[config.mk]
export PLATFORM = sky130hd
export DESIGN_NAME = alu_logic_bist
export DESIGN_NICKNAME = d
export VERILOG_FILES = /design/src/rtl/alu_logic_bist.sv
export SDC_FILE = /design/constraint.sdc
export NUM_CORES = 1
export LEC_CHECK = 0
export CAP_MARGIN = 0
export CORE_MARGIN = 1.5
export CORE_UTILIZATION = 30
export DETAILED_ROUTE_END_ITERATION = 10
export GPL_TIMING_DRIVEN = 0
export HOLD_SLACK_MARGIN = 0.15
export PLACE_DENSITY = 0.61
export SLEW_MARGIN = 20
export SYNTH_ARGS = -nofsm -noshare
export SYNTH_HDL_FRONTEND = slang
export SYNTH_SLANG_ARGS = --single-unit
export TNS_END_PERCENT = 30
[constraint.sdc]
create_clock -name clk -period 2.9 [get_ports clk]
set_clock_uncertainty 0.15 [all_clocks]
set_input_delay 0.435 -clock clk [delete_from_list [all_inputs] [get_ports clk]]
set_output_delay 0.435 -clock clk [all_outputs]
set_load 0.1 [all_outputs]
[src/rtl/alu_logic_bist.sv]
// Built-in self-test engine for the ALU bitwise logic slice: walks every {b,a,op}
// vector, checks the slice result against a local golden model, and reports errors.
module alu_logic_bist #(
  parameter int WIDTH       = 3,
  parameter int NUM_VECTORS = 256
) (
  input  logic                 clk,
  input  logic                 reset_n,
  input  logic                 start,
  output logic                 busy,
  output logic                 done,
  output logic                 pass,
  output logic [WIDTH-1:0]     a,
  output logic [WIDTH-1:0]     b,
  output logic [1:0]           op,
  input  logic [WIDTH-1:0]     y,
  output logic [7:0]           err_count,
  output logic                 fail_vld,
  output logic [2*WIDTH+1:0]   fail_info,
  output logic [1:0]           state_dbg
);

  localparam int IW = 2 * WIDTH + 2;
  localparam logic [IW-1:0] LAST_IDX = IW'(NUM_VECTORS - 1);

  typedef enum logic [1:0] {
    S_IDLE  = 2'd0,
    S_DRIVE = 2'd1,
    S_CHECK = 2'd2,
    S_DONE  = 2'd3
  } state_t;

  state_t          state;
  state_t          state_nxt;
  logic [IW-1:0]   idx;
  logic [WIDTH-1:0] golden;
  logic            mismatch;

  // The vector index itself is the registered stimulus: {b,a,op} = idx.
  assign op        = idx[1:0];
  assign a         = idx[WIDTH+1:2];
  assign b         = idx[IW-1:WIDTH+2];
  assign state_dbg = state;

  always_comb begin
    golden = '0;
    case (op)
      2'b00:   golden = a & b;
      2'b01:   golden = a | b;
      2'b10:   golden = a ^ b;
      default: golden = ~(a ^ b);
    endcase
  end

  // In simulation an X/Z on y must register as a failure, hence the 4-state compare.
`ifdef SYNTHESIS
  assign mismatch = (y != golden);
`else
  assign mismatch = (y !== golden);
`endif

  always_ff @(posedge clk or negedge reset_n) begin
    if (!reset_n) state <= S_IDLE;
    else          state <= state_nxt;
  end

  always_comb begin
    state_nxt = state;
    case (state)
      S_IDLE:  if (start) state_nxt = S_DRIVE;
      S_DRIVE: state_nxt = S_CHECK;
      S_CHECK: state_nxt = (idx == LAST_IDX) ? S_DONE : S_DRIVE;
      default: state_nxt = S_IDLE;
    endcase
  end

  always_ff @(posedge clk or negedge reset_n) begin
    if (!reset_n) begin
      idx       <= '0;
      busy      <= 1'b0;
      done      <= 1'b0;
      pass      <= 1'b0;
      err_count <= '0;
      fail_vld  <= 1'b0;
      fail_info <= '0;
    end else begin
      case (state)
        S_IDLE: begin
          if (start) begin
            idx       <= '0;
            busy      <= 1'b1;
            done      <= 1'b0;
            pass      <= 1'b0;
            err_count <= '0;
            fail_vld  <= 1'b0;
            fail_info <= '0;
          end
        end
        S_CHECK: begin
          if (mismatch) begin
            if (err_count != 8'hFF) err_count <= err_count + 8'd1;
            if (!fail_vld) begin
              fail_vld  <= 1'b1;
              fail_info <= idx;
            end
          end
          if (idx == LAST_IDX) busy <= 1'b0;
          else                 idx  <= idx + 1'b1;
        end
        S_DONE: begin
          done <= 1'b1;
          pass <= (err_count == 8'd0);
        end
        default: ;
      endcase
    end
  end

endmodule
==> flow_metrics.env <==
export IMPL_overflow=0
export IMPL_yosys_most_used_dff="dfrtp_1"
export IMPL_ctsHoldBuffers=1
export IMPL_finalHoldViolations=0
export IMPL_p_sw_mw=1.02
export IMPL_synthCells=173
export IMPL_start_kind="flip-flop"
export IMPL_worst_path_max_fanout=8
export IMPL_p_sw_frac=0.505
export IMPL_run_status="finished, final reports clean"
export IMPL_crit_start="idx[4]"
export IMPL_clk_latency_ns=0.29
export IMPL_hpwl_mm=3.01
export IMPL_combPwrFrac=0.504
export IMPL_yosys_top_cells_area="dfrtp_1 44%, ha_1 8.7%, a22o_1 5.6%, nand2_1 3.7%, nor3_1 2.6%"
export IMPL_r2r_start="idx[4]"
export IMPL_drt_iter0_markers=90
export IMPL_synth_top_area_frac=0.435
export IMPL_wl_per_cell_um=14.3
export IMPL_ir_drop_mv=0.524
export IMPL_seqPwrFrac=0.288
export IMPL_p_per_area_nw_per_um2=879
export IMPL_cts_resized=0
export IMPL_hold_end="busy"
export IMPL_whs_ns=0.327
export IMPL_clkPwrFrac=0.208
export IMPL_firstDrtPassIters=4
export IMPL_drt_total_wl_mm=4.13
export IMPL_die_area_um2=6210
export IMPL_r2r_setup_slack_ns=0.31
export IMPL_setup_viol=0
export IMPL_cts_buffers=5
export IMPL_grt_pass1_wl_mm=7.07
export IMPL_max_slew_margin_rel=0.340
export IMPL_syn_avg_cell_area_um2=9.97
export IMPL_antenna_found_initial=0
export IMPL_syn_nets=191
export IMPL_grt_max_degree=31
export IMPL_final_common_cell="clkdlybuf4s50_1"
export IMPL_min_delay_start="busy"
export IMPL_num_rows=27
export IMPL_gr_usage_all_layers=0.148
export IMPL_synth_edf_count=0
export IMPL_gp_congestion=0.912
export IMPL_io_buffers=35
export IMPL_initial_core_util=0.311
export IMPL_worstRegToRegCells=9
export IMPL_ys_seq_area_frac=0.435
export IMPL_drive_above_1_share=0.134
export IMPL_synth_seq_cells=30
export IMPL_end_kind="flip-flop"
export IMPL_vias_per_cell=5.07
export IMPL_yosysWarnings=0
export IMPL_power_total_mw=2.01
export IMPL_cts_tree="yes"
export IMPL_cts_sinks=30
export IMPL_diodes=0
export IMPL_p_int_mw=0.995
export IMPL_nets=234
export IMPL_hold_path_class="flip-flop to flip-flop"
export IMPL_htreeDepth=2
export IMPL_drc_errors=0
export IMPL_root_buffer="clkbuf_8"
export IMPL_dp_worst_setup_slack_ns=0.289
export IMPL_synth_area_um2=1730
export IMPL_leakage_nw=0.944
export IMPL_post_cts_setup_buffers=0
export IMPL_grt_pass1_vias=1430
export IMPL_worst_slack_ns=0.311
export IMPL_tightest_slew_ns=0.987
export IMPL_critPathArrivalTime_ns=2.61
export IMPL_ys_types=39
export IMPL_die_y_um=78.8
export IMPL_io_pins=36
export IMPL_cts_max_path_buffers=2
export IMPL_final_max_slew_violation_count=0
export IMPL_min_delay_path_depth=2
export IMPL_crit_type="flip-flop to flip-flop"
export IMPL_num_vias=1464
export IMPL_die_x_um=78.8
export IMPL_area_delta_synth_final_pct=32.6
export IMPL_clkTransAtPathRegs_ns=0.07
export IMPL_maxCapViolCount=0
export IMPL_r2r_end="fail_info[0]"
export IMPL_synth_top_area_cell="dfrtp_1"
export IMPL_rsz0062_at_grt="no"
export IMPL_core_region_area_um2=5540
export IMPL_tns_ns=0
export IMPL_final_cell_mix="34 x clkdlybuf4s50_1, 24 x dfrtp_1, 17 x nand2_1"
export IMPL_async_flop_share=1.00
export IMPL_cp_required_ns=2.92
export IMPL_period_share=0.893
export IMPL_fin_crit_ns=2.59
export IMPL_detail_route_antenna_nets=0
export IMPL_clock_fmax_mhz=386
## worst max-delay path, cell delays in order (launching register included)
cell and delay, ns:
dfrtp_2 0.42, inv_1 0.07, ha_1 0.32, and2_1 0.19
o41ai_4 0.33, xor2_2 0.22, nand3_2 0.15, and3_1 0.21
buf_2 0.17, a22o_1 0.24
## worst max path at each step
| stage | end |
|---|---|
| after floorplan | fail_info[0] |
| after global placement | fail_info[4] |
| after detailed placement | fail_info[0] |
| after CTS | fail_info[0] |
| after global routing | fail_info[0] |
| final | fail_info[0] |
## routing by layer
layer  up-vias  routed length [um]  GRT usage
li1        712                   -          -
met1       708                1930      0.186
met2        38                1930      0.247
met3         6                 220     0.0402
met4         0                  57     0.0474
met5         -                   0          0
## power by group through the flow
| stage | Clock [mW] | Combinational (mW) | Sequential [mW] |
|---|---|---|---|
| after global placement | 0 | 1.01 | 0.588 |
| after detailed placement | 0 | 1.02 | 0.588 |
| final | 0.418 | 1.01 | 0.579 |
| after global routing | 0.446 | 1.07 | 0.592 |
| after CTS | 0.428 | 1.02 | 0.581 |
| after floorplan | 0 | 0.283 | 1.06 |
## registers in the layout (all words and copies together), names as in the netlist
signal	count
err_count	8
fail_info	8
idx	8
state_dbg	2
busy	1
done	1
fail_vld	1
pass	1
## per-stage QoR
stage	cells	utilization	instance area [um^2]
2_1_floorplan	173	-	1730
3_3_place_gp	280	0.392	2170
3_5_place_dp	280	0.391	2170
4_1_cts	289	0.413	2290
5_1_grt	289	0.413	2290
6_report	289	0.413	2290
## logic make-up after synthesis
kind of cell | count (synthesis) | share of synthesized area
simple gates | 67 | 0.203
flops | 30 | 0.435
buf+inv | 17 | 0.0399
compound gates | 41 | 0.196
fa+ha+maj | 12 | 0.0870
xor+xnor | 6 | 0.0392
## final cells by class
cell class | instances | area [um^2]
clock buffer | 5 | 68.8
inverter | 12 | 45.0
sequential | 30 | 758
clock inverter | 3 | 40.0
timing repair buffer | 36 | 355
tap | 72 | 90.1
fill | 565 | 3250
multi-input combinational | 126 | 906
buffer | 5 | 23.8
## cell usage after synthesis (2+ instances only)
library cell	n
a211oi_1	2
a21o_1	2
a21oi_1	5
a22o_1	11
a22oi_1	2
a31o_2	2
a31oi_1	3
and2_1	2
and3_1	3
buf_2	4
dfrtp_1	30
ha_1	12
inv_1	12
nand2_1	17
nand2b_1	2
nand3_1	7
nand4_1	6
nor2_1	8
nor2b_1	4
nor3_1	9
nor4_1	3
o21ai_0	6
xnor2_1	4
xor2_2	2
No activity file was read; power rests on OpenSTA's default activity.
